### src/rtl/alu_ctrl_pkg.sv
// ALU control sequencer: shared encodings and state type.
// Optional multiply/divide support is enabled by ALU_CTRL_MULDIV_EN.
package alu_ctrl_pkg;

    localparam logic [3:0] OP_AND  = 4'b0000;
    localparam logic [3:0] OP_OR   = 4'b0001;
    localparam logic [3:0] OP_ADD  = 4'b0010;
    localparam logic [3:0] OP_SUB  = 4'b0110;
    localparam logic [3:0] OP_SLT  = 4'b0111;
    localparam logic [3:0] OP_MULT = 4'b1000;
    localparam logic [3:0] OP_DIV  = 4'b1001;
    localparam logic [3:0] OP_NOP  = 4'b1110;
    localparam logic [3:0] OP_SLL  = 4'b1111;

    localparam logic [2:0] AOP_ADD   = 3'b000;
    localparam logic [2:0] AOP_SUB   = 3'b001;
    localparam logic [2:0] AOP_RTYPE = 3'b010;
    localparam logic [2:0] AOP_AND   = 3'b011;
    localparam logic [2:0] AOP_OR    = 3'b100;
    localparam logic [2:0] AOP_SLT   = 3'b101;

    localparam logic [5:0] FN_SLL  = 6'b000000;
    localparam logic [5:0] FN_MULT = 6'b011000;
    localparam logic [5:0] FN_DIV  = 6'b011010;
    localparam logic [5:0] FN_ADD  = 6'b100000;
    localparam logic [5:0] FN_SUB  = 6'b100010;
    localparam logic [5:0] FN_AND  = 6'b100100;
    localparam logic [5:0] FN_OR   = 6'b100101;
    localparam logic [5:0] FN_SLT  = 6'b101010;

    typedef enum logic {
        IDLE    = 1'b0,
        MD_WAIT = 1'b1
    } state_e;

endpackage

### src/rtl/alu_ctrl_if.sv
// ALU control sequencer: request/response handshake bundle.
// master drives requests and consumes results; slave is the sequencer.
interface alu_ctrl_if #(
    parameter int ALUOP_W = 3,
    parameter int FUNCT_W = 6,
    parameter int OP_W    = 4
);
    logic               in_valid;
    logic               in_ready;
    logic [ALUOP_W-1:0] alu_op;
    logic [FUNCT_W-1:0] funct;
    logic               out_valid;
    logic               out_ready;
    logic [OP_W-1:0]    op;
    logic               illegal;
    logic               md_start;
    logic               md_busy;

    modport master (
        output in_valid, alu_op, funct, out_ready,
        input  in_ready, out_valid, op, illegal, md_start, md_busy
    );

    modport slave (
        input  in_valid, alu_op, funct, out_ready,
        output in_ready, out_valid, op, illegal, md_start, md_busy
    );
endinterface

### src/rtl/alu_ctrl_dec.sv
// ALU control decode table: (alu_op, funct) -> op, illegal, is_md.
// MULT/DIV rows exist only when ALU_CTRL_MULDIV_EN is defined.
module alu_ctrl_dec
    import alu_ctrl_pkg::*;
#(
    parameter int ALUOP_W = 3,
    parameter int FUNCT_W = 6,
    parameter int OP_W    = 4
) (
    input  logic [ALUOP_W-1:0] alu_op,
    input  logic [FUNCT_W-1:0] funct,
    output logic [OP_W-1:0]    op,
    output logic               illegal,
    output logic               is_md
);

    // Pure table lookup; unmatched rows fall through to the NOP default.
    always_comb begin
        op      = OP_W'(OP_NOP);
        illegal = 1'b1;
        is_md   = 1'b0;
        case (alu_op)
            ALUOP_W'(AOP_ADD): begin
                op      = OP_W'(OP_ADD);
                illegal = 1'b0;
            end
            ALUOP_W'(AOP_SUB): begin
                op      = OP_W'(OP_SUB);
                illegal = 1'b0;
            end
            ALUOP_W'(AOP_AND): begin
                op      = OP_W'(OP_AND);
                illegal = 1'b0;
            end
            ALUOP_W'(AOP_OR): begin
                op      = OP_W'(OP_OR);
                illegal = 1'b0;
            end
            ALUOP_W'(AOP_SLT): begin
                op      = OP_W'(OP_SLT);
                illegal = 1'b0;
            end
            ALUOP_W'(AOP_RTYPE): begin
                case (funct)
                    FUNCT_W'(FN_ADD): begin
                        op      = OP_W'(OP_ADD);
                        illegal = 1'b0;
                    end
                    FUNCT_W'(FN_SUB): begin
                        op      = OP_W'(OP_SUB);
                        illegal = 1'b0;
                    end
                    FUNCT_W'(FN_AND): begin
                        op      = OP_W'(OP_AND);
                        illegal = 1'b0;
                    end
                    FUNCT_W'(FN_OR): begin
                        op      = OP_W'(OP_OR);
                        illegal = 1'b0;
                    end
                    FUNCT_W'(FN_SLT): begin
                        op      = OP_W'(OP_SLT);
                        illegal = 1'b0;
                    end
                    FUNCT_W'(FN_SLL): begin
                        op      = OP_W'(OP_SLL);
                        illegal = 1'b0;
                    end
`ifdef ALU_CTRL_MULDIV_EN
                    FUNCT_W'(FN_MULT): begin
                        op      = OP_W'(OP_MULT);
                        illegal = 1'b0;
                        is_md   = 1'b1;
                    end
                    FUNCT_W'(FN_DIV): begin
                        op      = OP_W'(OP_DIV);
                        illegal = 1'b0;
                        is_md   = 1'b1;
                    end
`endif
                    default: ;
                endcase
            end
            default: ;
        endcase
    end

endmodule

### src/rtl/alu_ctrl_seq.sv
// ALU control sequencer: registered decode with valid/ready handshake
// and an optional multiply/divide occupancy FSM (ALU_CTRL_MULDIV_EN).
module alu_ctrl_seq
    import alu_ctrl_pkg::*;
#(
    parameter int ALUOP_W   = 3,
    parameter int FUNCT_W   = 6,
    parameter int OP_W      = 4,
    parameter int MD_CYCLES = 32
) (
    input  logic      clk,
    input  logic      rst_n,
    alu_ctrl_if.slave bus
);

    if (MD_CYCLES < 2 || MD_CYCLES > 255) begin : g_bad_md_cycles
        $error("MD_CYCLES must be within 2..255");
    end

    logic [OP_W-1:0] dec_op;
    logic            dec_ill;
    logic            dec_md;

    logic            out_valid_q;
    logic [OP_W-1:0] op_q;
    logic            ill_q;
    logic            idle;
    logic            beat;
    logic            accept;

    alu_ctrl_dec #(
        .ALUOP_W (ALUOP_W),
        .FUNCT_W (FUNCT_W),
        .OP_W    (OP_W)
    ) u_dec (
        .alu_op  (bus.alu_op),
        .funct   (bus.funct),
        .op      (dec_op),
        .illegal (dec_ill),
        .is_md   (dec_md)
    );

    assign beat         = out_valid_q & bus.out_ready;
    assign bus.in_ready = rst_n & idle & (~out_valid_q | bus.out_ready);
    assign accept       = bus.in_valid & bus.in_ready;

    assign bus.out_valid = out_valid_q;
    assign bus.op        = op_q;
    assign bus.illegal   = ill_q;

    // Output register: load on accept, drop valid once the beat is taken.
    always_ff @(posedge clk or negedge rst_n) begin
        if (!rst_n) begin
            out_valid_q <= 1'b0;
            op_q        <= OP_W'(OP_NOP);
            ill_q       <= 1'b0;
        end else if (accept) begin
            out_valid_q <= 1'b1;
            op_q        <= dec_op;
            ill_q       <= dec_ill;
        end else if (beat) begin
            out_valid_q <= 1'b0;
        end
    end

`ifdef ALU_CTRL_MULDIV_EN
    state_e     state;
    state_e     state_d;
    logic       md_q;
    logic [7:0] cnt;

    assign bus.md_start = md_q & out_valid_q;

    // Multiply/divide flag travels with the registered beat.
    always_ff @(posedge clk or negedge rst_n) begin
        if (!rst_n) begin
            md_q <= 1'b0;
        end else if (accept) begin
            md_q <= dec_md;
        end
    end

    // State register.
    always_ff @(posedge clk or negedge rst_n) begin
        if (!rst_n) begin
            state <= IDLE;
        end else begin
            state <= state_d;
        end
    end

    // Next state: enter on an md beat handshake, leave after count hits 0.
    always_comb begin
        state_d = state;
        case (state)
            IDLE:    if (beat && md_q) state_d = MD_WAIT;
            MD_WAIT: if (cnt == 8'd0)  state_d = IDLE;
            default: state_d = IDLE;
        endcase
    end

    // State-derived outputs.
    always_comb begin
        idle        = (state == IDLE);
        bus.md_busy = (state == MD_WAIT);
    end

    // Occupancy counter: load on entry, count down while waiting.
    always_ff @(posedge clk or negedge rst_n) begin
        if (!rst_n) begin
            cnt <= 8'd0;
        end else if (state == IDLE && state_d == MD_WAIT) begin
            cnt <= 8'(MD_CYCLES - 1);
        end else if (state == MD_WAIT && cnt != 8'd0) begin
            cnt <= cnt - 8'd1;
        end
    end
`else
    logic md_unused;

    assign md_unused    = dec_md;
    assign idle         = ~md_unused;
    assign bus.md_start = 1'b0;
    assign bus.md_busy  = 1'b0;
`endif

endmodule

### src/flat_wrapper.sv
// flat-port wrapper written by rule: the top's interface ports become plain ports
module alu_ctrl_seq_flat import alu_ctrl_pkg::*;
#(
    parameter int ALUOP_W   = 3,
    parameter int FUNCT_W   = 6,
    parameter int OP_W      = 4,
    parameter int MD_CYCLES = 32
)
  (clk, rst_n, bus_in_valid, bus_alu_op, bus_funct, bus_out_ready, bus_in_ready, bus_out_valid, bus_op, bus_illegal, bus_md_start, bus_md_busy);
  alu_ctrl_if #(.ALUOP_W(ALUOP_W), .FUNCT_W(FUNCT_W), .OP_W(OP_W)) bus_i ();
  input  logic clk;
  input  logic rst_n;
  input wire logic [$bits(bus_i.in_valid)-1:0] bus_in_valid;
  input wire logic [$bits(bus_i.alu_op)-1:0] bus_alu_op;
  input wire logic [$bits(bus_i.funct)-1:0] bus_funct;
  input wire logic [$bits(bus_i.out_ready)-1:0] bus_out_ready;
  output wire logic [$bits(bus_i.in_ready)-1:0] bus_in_ready;
  output wire logic [$bits(bus_i.out_valid)-1:0] bus_out_valid;
  output wire logic [$bits(bus_i.op)-1:0] bus_op;
  output wire logic [$bits(bus_i.illegal)-1:0] bus_illegal;
  output wire logic [$bits(bus_i.md_start)-1:0] bus_md_start;
  output wire logic [$bits(bus_i.md_busy)-1:0] bus_md_busy;
  assign bus_i.in_valid = bus_in_valid;
  assign bus_i.alu_op = bus_alu_op;
  assign bus_i.funct = bus_funct;
  assign bus_i.out_ready = bus_out_ready;
  assign bus_in_ready = bus_i.in_ready;
  assign bus_out_valid = bus_i.out_valid;
  assign bus_op = bus_i.op;
  assign bus_illegal = bus_i.illegal;
  assign bus_md_start = bus_i.md_start;
  assign bus_md_busy = bus_i.md_busy;
  alu_ctrl_seq #(.ALUOP_W(ALUOP_W), .FUNCT_W(FUNCT_W), .OP_W(OP_W), .MD_CYCLES(MD_CYCLES)) u_core (.clk(clk), .rst_n(rst_n), .bus(bus_i));
endmodule
### config.mk
export PLATFORM = sky130hd
export DESIGN_NAME = alu_ctrl_seq_flat
export DESIGN_NICKNAME = d
export VERILOG_FILES = /design/src/rtl/alu_ctrl_pkg.sv /design/src/rtl/alu_ctrl_if.sv /design/src/rtl/alu_ctrl_dec.sv /design/src/rtl/alu_ctrl_seq.sv /design/src/flat_wrapper.sv
export SDC_FILE = /design/constraint.sdc
export NUM_CORES = 1
export LEC_CHECK = 0
export BUFFER_PORTS_ARGS = -buffer_cell sky130_fd_sc_hd__buf_4
export CORE_AREA = 2 2 39 41
export CTS_CLUSTER_SIZE = 30
export DETAILED_ROUTE_END_ITERATION = 6
export DIE_AREA = 0 0 41 43
export SYNTH_ARGS = -nofsm -noshare
export SYNTH_HDL_FRONTEND = slang
export SYNTH_SLANG_ARGS = --single-unit
export TNS_END_PERCENT = 20
### constraint.sdc
create_clock -name clk -period 2.51 [get_ports clk]
set_input_delay 0.251 -clock clk [delete_from_list [all_inputs] [get_ports clk]]
set_output_delay 0.251 -clock clk [all_outputs]
set_load 0.005 [all_outputs]
==> impl_metrics.tcl <==
set metrics [dict create \
    max_stage_delay_ns 0.52 \
    setup_violations 0 \
    pwr_density_cell_nw_per_um2 521.1 \
    p_leak_nw 0.2856 \
    dpl.hpwl_um 758.8 \
    cts_resized 0 \
    grt.overflow.total 0 \
    syn_area_um2 415.4 \
    via_per_inst 4.778 \
    setup_tns_ns 0 \
    comb_power_share_pct 27.9 \
    switching_share_pct 26.72 \
    critical_path_arrival_ns 1.75 \
    synth-warning-count 0 \
    slew_viol_final 0 \
    worstRegToRegCells 4 \
    cp.required_ns 2.68 \
    ff_latch_area_um2 153.9 \
    antenna_found_initial 0 \
    ys_top_cells_by_count "o21ai_0 (6), nand2_1 (5)" \
    fin_crit_ns 1.574 \
    htree_levels 1 \
    io_pins 22 \
    cts.sinks 6 \
    layout.nets 88 \
    worstPathCellList "dlygate4sd3_1, buf_4, nand3_1, or3_1, o21ai_1" \
    core.rowCount 14 \
    slowest_stage "dlygate4sd3_1" \
    totalPowerFinal_uw 311.7 \
    synthToLayoutAreaGrowth_pct 43.98 \
    yosys-top-cells-area "dfstp_2 (19%), dfrtp_1 (18%), o21ai_0 (7.2%), mux2i_1 (4.8%), a31oi_1 (4.5%)" \
    ys_seq_area_share_pct 37.05 \
    maxCapViolCount 0 \
    path_class "primary input to register" \
    grtUsageTotal_pct 12.12 \
    status "finished clean" \
    post_drt_wl_per_cell_um 10.39 \
    yosys.area.top_type "dfstp_2" \
    finalCritPeriodShare_pct 62.73 \
    core_area_um2 1384 \
    grt_pass1_vias 376 \
    ant_nets 0 \
    cts.clk_slew.worst_paths_ns 0.05 \
    netlist-cell-type-count 25 \
    ys.flop_type "dfstp_2" \
    critPathLaunchType "primary input" \
    clk-insertion-delay-late_ns 0.25 \
    timing.hold.ws_ns 0.2683 \
    drtPass1Iterations 4 \
    grt_pass1_wl_um 1435 \
    timing.fmax_ghz 0.6351 \
    vias 430 \
    path_max_fanout 11 \
    ir_worst_vdd_v 0.0001581 \
    hold_path_class "primary input to register" \
    ys_seq_elements 6 \
    io_buffer_count 19 \
    grt_setup_unrepaired "no" \
    root_buffer "clkbuf_4" \
    die-height_um 43 \
    synth-async-reset-ratio_pct 100.0 \
    final_layout_size_suffix_gt1_share_pct 36.49 \
    internal_power_uw 228.4 \
    synth_edf_count 0 \
    antenna_cells 0 \
    p_seq_share_pct 41.0 \
    synth.most_common_cell "o21ai_0" \
    p_switching_uw 83.27 \
    clockBufferDepth 2 \
    start_util_pct 30.02 \
    synth_top_area_share_pct 18.98 \
    cts_tree "built" \
    die_w_um 41 \
    die_area_um2 1763 \
    drt-total-wl_um 935 \
    drtIter0Drc 9 \
    synthesis.instances 52 \
    finClkSkew_ns 0.01156 \
    fill_cells 148 \
    synth.avg_cell_area_um2 7.988 \
    hold_viol_final 0 \
    cp-end-kind "register" \
    multi_input_area_um2 237.7 \
    gp_congestion 0.6910 \
    worstHoldPathCells 3 \
    drc_errors 0 \
    grt_max_degree 12 \
    power_frac_clock_pct 31.0 \
    numCtsBuffers 3 \
]
==> sequential cells by signal, indices dropped and copies added, names as in the netlist <==
name,count
u_core.bus.out_valid,1
u_core.bus.illegal,1
u_core.bus.op,4
==> timing repair <==
item / CTS / global route
setup endpoints to repair: 0 / 0
hold endpoints to repair: 6 / 0
buffers inserted: 0 / 0
hold buffers: 1 / 0
==> kinds of logic after synthesis <==
| kind of cell | count (synthesis) | share of synthesized area [%] |
|---|---|---|
| AO/OA/AOI/OAI | 15 | 20.78 |
| buffers and inverters | 5 | 6.625 |
| flip-flops | 6 | 37.05 |
| multiplexers | 2 | 4.819 |
| other | 1 | 0.9027 |
| AND/OR/NAND/NOR | 23 | 29.82 |
==> final timing paths <==
check / startpoint / endpoint / slack (ns)
max in group asynchronous: rst_n / u_core.bus.op[2]$_DFFE_PN1P_ / 1.95
min in group asynchronous: rst_n / u_core.bus.out_valid$_DFFE_PN0P_ / 0.34
setup reg to reg: u_core.bus.out_valid$_DFFE_PN0P_ / u_core.bus.illegal$_DFFE_PN0P_ / 1.13
hold / removal: bus_alu_op[1] / u_core.bus.op[3]$_DFFE_PN1P_ / 0.27
setup / recovery: rst_n / u_core.bus.illegal$_DFFE_PN0P_ / 0.94
hold reg to reg: u_core.bus.op[3]$_DFFE_PN1P_ / u_core.bus.op[3]$_DFFE_PN1P_ / 0.48
==> stage by stage <==
step | util (%) | cells | instance area (um2) | setup slack, ns
3_3_place_gp | 40.60 | 85 | 561.8 | 1.192
2_1_floorplan | - | 53 | 419.2 | 1.469
4_1_cts | 43.22 | 90 | 598.1 | 0.9010
6_report | 43.22 | 90 | 598.1 | 0.9356
3_5_place_dp | 40.60 | 85 | 561.8 | 1.161
5_1_grt | 43.22 | 90 | 598.1 | 0.8058
==> critical path: cells and delay by family <==
family / cells / cell delay [ns]
buffers and inverters: 2 / 0.67
AOI/OAI and AO/OA: 1 / 0.14
and+or+nand+nor: 2 / 0.67
==> power by group through the flow <==
stage / logic [mW] / clock network (mW) / registers, mW
after floorplan: 0.0334 / 0 / 0.130
after global placement: 0.0857 / 0 / 0.128
after detailed placement: 0.0865 / 0 / 0.129
after CTS: 0.0886 / 0.0986 / 0.129
after global routing: 0.0987 / 0.106 / 0.130
final: 0.0871 / 0.0967 / 0.128
==> per-layer routing <==
metal | routed length, um | part of all wire [%] | GRT usage, % | up-vias
li1 | - | - | - | 226
met1 | 381 | 41 | 14.10 | 180
met2 | 421 | 45 | 18.13 | 22
met3 | 117 | 13 | 3.665 | 2
met4 | 14 | 1.5 | 8.000 | 0
met5 | 0 | 0 | 0 | -
==> area by class of cell <==
cell class | instances | share of cell area, %
clock buffer | 4 | 4.393
inverter | 2 | 1.255
multi-input combinational | 42 | 39.75
sequential | 6 | 25.73
tap | 16 | 3.347
timing repair buffer | 20 | 25.52
==> cells in the final DEF (no fill, tap or decap) <==
cell type      netlist  final
clkbuf_4             0      3
inv_1                2      2
buf_4                2     19
mux2i_1              2      2
dlygate4sd3_1        0      1
nor2_1               3      3
dfstp_2              3      3
or3_1                1      1
a32oi_1              1      1
nor3_1               1      1
clkbuf_1             0      1
nand2b_1             3      3
nand3_1              3      3
a31oi_1              3      3
o21ai_1              1      1
nor2b_1              1      1
o211ai_1             1      1
conb_1               1      2
and3_1               2      2
a21oi_1              2      2
dfrtp_1              3      3
o21ai_0              6      6
nand2_1              5      5
and2_2               1      1
and2_1               2      2
o22ai_1              1      1
nor3_2               1      1
Note: power is estimated with default switching activity, not from simulation.
